## config.mk

```make
export PLATFORM = sky130hd
export DESIGN_NAME = nios_system_mutex_client
export DESIGN_NICKNAME = d
export VERILOG_FILES = /design/src/rtl/nios_system_mutex_client.sv
export SDC_FILE = /design/constraint.sdc
export NUM_CORES = 1
export LEC_CHECK = 0
export CAP_MARGIN = 40
export CORE_MARGIN = 2
export CORE_UTILIZATION = 43
export DETAILED_ROUTE_END_ITERATION = 8
export GPL_ROUTABILITY_DRIVEN = 1
export PLACE_DENSITY = 0.81
export SLEW_MARGIN = 25
export SYNTH_ARGS = -nofsm -noshare
export SYNTH_HDL_FRONTEND = slang
export SYNTH_SLANG_ARGS = --single-unit
```

## constraint.sdc

```tcl
create_clock -name clk -period 2.7 [get_ports clk]
set_input_delay 0.675 -clock clk [delete_from_list [all_inputs] [get_ports clk]]
set_output_delay 0.675 -clock clk [all_outputs]
set_load 0.01 [all_outputs]
```

## src/rtl/nios_system_mutex_client.sv

```systemverilog
// Avalon-MM master that acquires/releases the hardware mutex for a local hardware block.
// Define MUTEX_CLIENT_INIT_CHECK_EN to read (and clear) the mutex reset flag after reset.
module nios_system_mutex_client #(
    parameter logic [15:0] OWNER_ID    = 16'h0001,
    parameter logic [15:0] LOCK_VALUE  = 16'h0001,
    parameter logic [7:0]  MAX_RETRIES = 8'd8,
    parameter logic [7:0]  BACKOFF     = 8'd16
) (
    input  logic        clk,
    input  logic        reset_n,
    input  logic        acquire_req,
    input  logic        release_req,
    output logic        locked,
    output logic        busy,
    output logic        acquire_fail,
    output logic        first_boot,
    output logic        avm_address,
    output logic        avm_chipselect,
    output logic        avm_read,
    output logic        avm_write,
    output logic [31:0] avm_writedata,
    input  logic [31:0] avm_readdata,
    input  logic        avm_waitrequest
);

    localparam logic [31:0] LOCK_WORD = {OWNER_ID, LOCK_VALUE};
    localparam logic [31:0] FREE_WORD = {OWNER_ID, 16'h0000};

    typedef enum logic [2:0] {
`ifdef MUTEX_CLIENT_INIT_CHECK_EN
        S_INIT_RD,
        S_INIT_WR,
`endif
        S_IDLE,
        S_ACQ_WR,
        S_ACQ_RD,
        S_BACKOFF,
        S_LOCKED,
        S_REL_WR
    } state_t;

`ifdef MUTEX_CLIENT_INIT_CHECK_EN
    localparam state_t RESET_STATE = S_INIT_RD;
    localparam logic   BUSY_RESET  = 1'b1;
`else
    localparam state_t RESET_STATE = S_IDLE;
    localparam logic   BUSY_RESET  = 1'b0;
`endif

    state_t      state, state_next;
    logic [7:0]  attempt_cnt, attempt_next, attempt_inc;
    logic [7:0]  backoff_cnt, backoff_next;
    logic        fail_next;
    logic        xfer_done;
    logic        rd_next, wr_next, addr_next;
    logic [31:0] wdata_next;

    assign avm_chipselect = avm_read | avm_write;
    assign xfer_done      = (avm_read | avm_write) & ~avm_waitrequest;
    assign attempt_inc    = (attempt_cnt == 8'hFF) ? attempt_cnt : attempt_cnt + 8'd1;

    // NOTE: every signal gets a default before the case so no path leaves it unassigned (no latch).
    always_comb begin
        state_next   = state;
        attempt_next = attempt_cnt;
        backoff_next = backoff_cnt;
        fail_next    = 1'b0;
        case (state)
`ifdef MUTEX_CLIENT_INIT_CHECK_EN
            S_INIT_RD: if (xfer_done) state_next = avm_readdata[0] ? S_INIT_WR : S_IDLE;
            S_INIT_WR: if (xfer_done) state_next = S_IDLE;
`endif
            S_IDLE: begin
                if (acquire_req) begin
                    attempt_next = 8'd0;
                    state_next   = S_ACQ_WR;
                end
            end
            S_ACQ_WR: if (xfer_done) state_next = S_ACQ_RD;
            S_ACQ_RD: begin
                if (xfer_done) begin
                    if (avm_readdata == LOCK_WORD) begin
                        state_next = S_LOCKED;
                    end else begin
                        attempt_next = attempt_inc;
                        if (MAX_RETRIES != 8'd0 && attempt_inc == MAX_RETRIES) begin
                            fail_next  = 1'b1;
                            state_next = S_IDLE;
                        end else if (BACKOFF == 8'd0) begin
                            state_next = S_ACQ_WR;
                        end else begin
                            backoff_next = BACKOFF;
                            state_next   = S_BACKOFF;
                        end
                    end
                end
            end
            S_BACKOFF: begin
                if (backoff_cnt <= 8'd1) state_next = S_ACQ_WR;
                else                     backoff_next = backoff_cnt - 8'd1;
            end
            S_LOCKED: if (release_req) state_next = S_REL_WR;
            S_REL_WR: if (xfer_done) state_next = S_IDLE;
            default:  state_next = RESET_STATE;
        endcase
    end

    // Bus outputs are registered from the next state so a reset clears them immediately.
    always_comb begin
        rd_next    = 1'b0;
        wr_next    = 1'b0;
        addr_next  = 1'b0;
        wdata_next = 32'h0;
        case (state_next)
`ifdef MUTEX_CLIENT_INIT_CHECK_EN
            S_INIT_RD: begin rd_next = 1'b1; addr_next = 1'b1; end
            S_INIT_WR: begin wr_next = 1'b1; addr_next = 1'b1; end
`endif
            S_ACQ_WR: begin wr_next = 1'b1; wdata_next = LOCK_WORD; end
            S_ACQ_RD: rd_next = 1'b1;
            S_REL_WR: begin wr_next = 1'b1; wdata_next = FREE_WORD; end
            default:  ;
        endcase
    end

    // NOTE: sequential state uses non-blocking assignments so all flops update together.
    always_ff @(posedge clk or negedge reset_n) begin
        if (!reset_n) begin
            state         <= RESET_STATE;
            attempt_cnt   <= 8'd0;
            backoff_cnt   <= 8'd0;
            locked        <= 1'b0;
            busy          <= BUSY_RESET;
            acquire_fail  <= 1'b0;
            avm_read      <= 1'b0;
            avm_write     <= 1'b0;
            avm_address   <= 1'b0;
            avm_writedata <= 32'h0;
        end else begin
            state         <= state_next;
            attempt_cnt   <= attempt_next;
            backoff_cnt   <= backoff_next;
            locked        <= (state_next == S_LOCKED) || (state_next == S_REL_WR);
            busy          <= (state_next != S_IDLE) && (state_next != S_LOCKED);
            acquire_fail  <= fail_next;
            avm_read      <= rd_next;
            avm_write     <= wr_next;
            avm_address   <= addr_next;
            avm_writedata <= wdata_next;
        end
    end

`ifdef MUTEX_CLIENT_INIT_CHECK_EN
    always_ff @(posedge clk or negedge reset_n) begin
        if (!reset_n)                            first_boot <= 1'b0;
        else if (state == S_INIT_RD && xfer_done) first_boot <= avm_readdata[0];
    end
`else
    assign first_boot = 1'b0;
`endif

endmodule

```

After elaboration in Yosys (flattened, before gate mapping)
Index checks and enable logic that the tools add are counted.

operators by class
  shifts and indexed selects = 0
  divide/modulo/power cells = 0
  reduce and logical (&&, ||, !) cells = 9
  mux-type cells = 26
  bitwise gates (word level) = 3
  equal/unequal tests = 18
  add/sub/neg operators = 2
  $lt $le $gt $ge = 1
  $mul = 0

operator list
  kind                                                  number
  two-way mux 8 bit                                     8
  case mux 17 bit (2 select lines)                      1
  == test 32 x 17 -> 1 bit (second input constant)      1
  case mux 8 bit (2 select lines)                       2
  two-way mux 3 bit                                     7
  case mux 3 bit (6 select lines)                       1
  == test 3 bit (second input constant)                 4
  inequality test 2 bit (second input constant)         5
  == test 3 x 2 -> 1 bit (second input constant)        3
  adder 8 x 1 -> 8 bit (second input constant)          1
  == test 8 x 4 -> 1 bit (second input constant)        1
  == test 8 bit (second input constant)                 1
  <= comparator 8 x 1 -> 1 bit (second input constant)  1
  subtractor 8 x 1 -> 8 bit (second input constant)     1
  == test 3 x 1 -> 1 bit (second input constant)        2
  two-way mux 1 bit                                     6
  AND reduction 5 bit                                   1
  AND reduction 4 bit                                   1
  nonzero test 2 bit                                    2
  zero test 3 bit                                       1
  inequality test 3 bit (second input constant)         1
  nonzero test 3 bit                                    1
  two-way mux 2 bit                                     1
  OR reduction 2 bit                                    1
  other kinds (5)                                       5

storage, ports and cells
  bits in writable memories = 0
  memory bits (read-only) = 0
  memories = 0
  latch bits = 0
  flip-flop bits (word level) = 56
  output and inout bits = 40

Longest topological paths before layout
  depth after elaboration = 10
  mapped depth = 8
  mapped depth without buffers = 8

Worst setup path after synthesis
OpenSTA, ideal clock, no wires.

  kind = input to register
  start = in avm_readdata[19]
  end = reg backoff_cnt[4]
  path buffers = 2
  arrival = 2.147 ns
  stages = 7
  setup slack = 0.421 ns
  library setup time = 0.131 ns
  path through = nor4b_2 -> nand2_1 -> or3_1 -> buf_6 -> and3_1 -> buf_6 -> or3b_1

on the way
  word-level cells in the longest chain between the ends = 3

RTL lines
  item                             line  source
  from (decl)                      22    input logic [31:0] avm_readdata,
  == test 32 x 17 -> 1 bit         82    if (avm_readdata == LOCK_WORD) begin
  inequality test 2 bit (no line)  --
  AND reduction 5 bit (no line)    --
  to (signal assigned)             142   backoff_cnt <= backoff_next;
  to (decl)                        52    logic [7:0] backoff_cnt, backoff_next;

Every way passes these cells.
A chain may end at the register's enable or synchronous reset.

Worst setup path in the final report
  start = in avm_readdata[2]
  end = reg avm_writedata[0]

on the way
  word-level cells in the longest chain between the ends = 6

RTL lines
  item                                                            line  source
  == test 32 x 17 -> 1 bit (*)                                    82
  two-way mux 3 bit (*)                                           82
  two-way mux 3 bit (*)                                           81    if (xfer_done) begin
  case mux 3 bit (6 select lines) (*)                             68    case (state)
  named net state_next[1]                                         50    state_t state, state_next;
  == test 3 bit / == test 3 x 1 -> 1 bit (equally long branches)  114   case (state_next)
  case mux 17 bit (2 select lines) (*)                            114
  named net wdata_next[0]                                         56    logic [31:0] wdata_next;
  to (signal assigned)                                            149   avm_writedata <= wdata_next;
  to (decl)                                                       21    output logic [31:0] avm_writedata,

The timed path passes the listed nets; every way through them passes the cells marked *.

==> results.cfg <==
[logic_synthesis]
postSynthRegisterBits = 25
synth_sequential_area_ratio_pct = 34.87
yosys.area_share.adder_pct = 2.092
synth.cells.most_frequent = 33 x sky130_fd_sc_hd__buf_4, 25 x sky130_fd_sc_hd__dfrtp_1, 19 x sky130_fd_sc_hd__nand2_1
synth_area_leaders = sky130_fd_sc_hd__dfrtp_1 35%, sky130_fd_sc_hd__buf_4 14%, sky130_fd_sc_hd__nor4_1 4.5%
yosys.area_share.xor_xnor_pct = 1.953
combinational_family_with_the_most_area_after_synthesis = simple AND/OR/NAND/NOR gates
synth.avg_cell_area_um2 = 8.926
yosys_warnings = 0
synth_top_area_cell = sky130_fd_sc_hd__dfrtp_1
fraction_of_the_mapped_netlist_area_in_compound_gates_pct = 14.02
yosys.area.top_type_share_pct = 34.87
synth-edff-count = 0
synth_cell_types = 48
synth_most_common_cell = sky130_fd_sc_hd__buf_4
synthFlopType = sky130_fd_sc_hd__dfrtp_1
async_flop_share_pct = 100.0
post_synth_mux_area_share_pct = 1.674
syn_inst = 201
synth-simple-area-share_pct = 27.68
netlist_area_um2 = 1794

[drt]
drt-pass1-iter-count = 4
drt_first_iter_violations = 74
vias_per_cell = 5.287
routed_wl_mm = 3.627
detailroute.via_count = 1565
drtAntennaViolNets = 0
detail_route.wl_per_cell_um = 12.25
drt_drc_violations_left = 0

[critical_path]
timing.critical_path.arrival_ns = 2.57
crit_required_ns = 2.88
start_kind = input pin
crit_path_end_kind = register
critical_path_class = input pin to register
delay_heaviest_family_cp = simple AND/OR/NAND/NOR gates
path_max_fanout = 7
path_cells = clkdlybuf4s50_1 > nor4_1 > nand4_1 > or3_1 > buf_4 > a32oi_1 > inv_1 > nor3_1
worst_path_max_delay_cell = sky130_fd_sc_hd__clkdlybuf4s50_1
critical-path-max-stage-delay_ns = 0.45
critPathBufInv = 3

[place]
gp_routability_congestion = 0.8723
count_of_buffers_from_port_buffering = 44
dp_slack_ns = 0.03477
placement.cell_area_um2 = 2163
place.detailed.hpwl_mm = 2.929

[sta]
slew-limit-headroom_pct = 56.64
grt_setup_unrepaired = false
final.period_utilization_pct = 88.41
timing.fmax_ghz = 0.4189
skew_ns = 0.004758
whs_ns = 0.5391
timing.final.setup_violations = 0
finalHoldViolCount = 0
post-route-min-period_ns = 2.387
slew_violations = 0
worstMarginPinSlew_ns = 0.6454
setup_ws_ns = 0.3129
setup_total_neg_slack_ns = 0

[run]
max_cap_viol_count = 0

[clock_tree]
cts.repair.resized = 0
cts-root-buf = sky130_fd_sc_hd__clkbuf_8
worst_setup_hold_path_clk_slew_ns = 0.09
cts-buffers-inserted = 3
cts.sink_count = 25
tritoncts = done
cts_setup_buffers = 0
hold_buffers = 0
clk-insertion-delay-late_ns = 0.26
cts_htree_levels = 1
cts_max_path_buffers = 2

[global_route]
grt_pass1_vias = 1371
grt_first_pass_wirelength_mm = 5.575
grt_start_max_net_pins = 26
grt_use_total_pct = 15.64
globalRouteOverflowTotal = 0
number_of_antenna_violations_at_the_first_check_in_global_routing = 0

[pwr]
power_density_nw_per_um2 = 715.1
static-leakage-power_uw = 0.0009195
ir_drop_mv = 0.2489

[floorplan]
die_h_um = 68.60
chipWidth_um = 68.60
die-area_um2 = 4705
floorplan.initialDensity_pct = 44.85
io_pins = 77
rows = 23
fp.coreArea_um2 = 4000

[layout]
diodes = 0
layout-drive-gt1-share_pct = 6.911
finalInstanceArea_um2 = 2212
nets = 287
areaGrowthSynthToFinish_pct = 23.29

[outcome]
status = finished, final reports clean

[hold_path]
worst_hold_path_type = register to register
metal layers:
metal  wire length [um]  track usage [%]
met1               1450            17.64
met2               1776            30.17
met3                354            1.623
met4                 45            5.250
met5                  0                0
path summary, 6_finish.rpt:
kind / cells past startpoint / startpoint / slack [ns] / to
max in group asynchronous: 2 / reset_n / 1.69 / attempt_cnt[1]$_DFFE_PN0P_
max reg2reg: 6 / attempt_cnt[0]$_DFFE_PN0P_ / 0.48 / backoff_cnt[4]$_DFFE_PN0P_
max: 8 / avm_readdata[2] / 0.31 / avm_writedata[0]$_DFF_PN0_
min in group asynchronous: 2 / reset_n / 0.76 / backoff_cnt[1]$_DFFE_PN0P_
min: 2 / backoff_cnt[1]$_DFFE_PN0P_ / 0.54 / backoff_cnt[1]$_DFFE_PN0P_
min reg2reg: 2 / backoff_cnt[1]$_DFFE_PN0P_ / 0.54 / backoff_cnt[1]$_DFFE_PN0P_
worst min-delay path, cell delays in order, from the launching register on:
cell and delay [ns]:
sky130_fd_sc_hd__dfrtp_1 0.38, sky130_fd_sc_hd__nand2_1 0.06, sky130_fd_sc_hd__o22ai_1 0.06
per-stage QoR:
stage	util (%)	cells	power, uW
2_1_floorplan	-	232	1166
3_3_place_gp	54.08	292	1346
3_5_place_dp	54.08	292	1371
4_1_cts	55.30	296	1593
5_1_grt	55.30	296	1725
6_report	55.30	296	1582
registers in the layout, indices dropped and copies added, names as in the netlist:
signal / count
avm_writedata: 1
acquire_fail: 1
locked: 1
state: 3
avm_read: 1
avm_write: 1
backoff_cnt: 8
busy: 1
attempt_cnt: 8
cell families (layout without fill, tap and decap cells):
kind of cell,Yosys count,in the layout
AOI/OAI and AO/OA,32,32
adders and majority gates,3,3
DFF,25,25
other,1,32
and+or+nand+nor,87,87
muxes,3,3
xor gates and xnor gates,4,4
buffers and inverters,46,60
cell usage in the layout (no fill, tap or decap), types with 4 or more instances in the layout:
| master | Yosys | routed |
|---|---|---|
| sky130_fd_sc_hd__dfrtp_1 | 25 | 25 |
| sky130_fd_sc_hd__nor4_1 | 13 | 13 |
| sky130_fd_sc_hd__a21oi_1 | 6 | 6 |
| sky130_fd_sc_hd__nand2_1 | 19 | 19 |
| sky130_fd_sc_hd__inv_1 | 7 | 7 |
| sky130_fd_sc_hd__nor2_1 | 10 | 10 |
| sky130_fd_sc_hd__nor3_1 | 10 | 10 |
| sky130_fd_sc_hd__nand3_1 | 7 | 7 |
| sky130_fd_sc_hd__buf_4 | 33 | 5 |
| sky130_fd_sc_hd__xnor2_1 | 4 | 4 |
| sky130_fd_sc_hd__clkdlybuf4s50_1 | 0 | 44 |
| sky130_fd_sc_hd__o21ai_0 | 4 | 4 |
| sky130_fd_sc_hd__conb_1 | 1 | 32 |
final cells by class:
| cell class | instances | area, um^2 |
|---|---|---|
| fillers | 391 | 1788 |
| multi-input cells | 161 | 970.9 |
| flip-flops and latches | 25 | 625.6 |
| repair buffers | 49 | 478.0 |
| well taps | 50 | 62.56 |
| clock buffers | 3 | 41.29 |
| inverters | 7 | 26.28 |
| clock inverters | 1 | 7.507 |
report_power, final:
group / total, uW / leakage [uW] / switching [uW] / internal [uW]
registers: 633 / 0.000321 / 144 / 488
logic: 729 / 0.000576 / 369 / 361
clock network: 220 / 0.0000217 / 115 / 104
total: 1580 / 0.000919 / 628 / 954
Power figures use the tool's default switching activity.
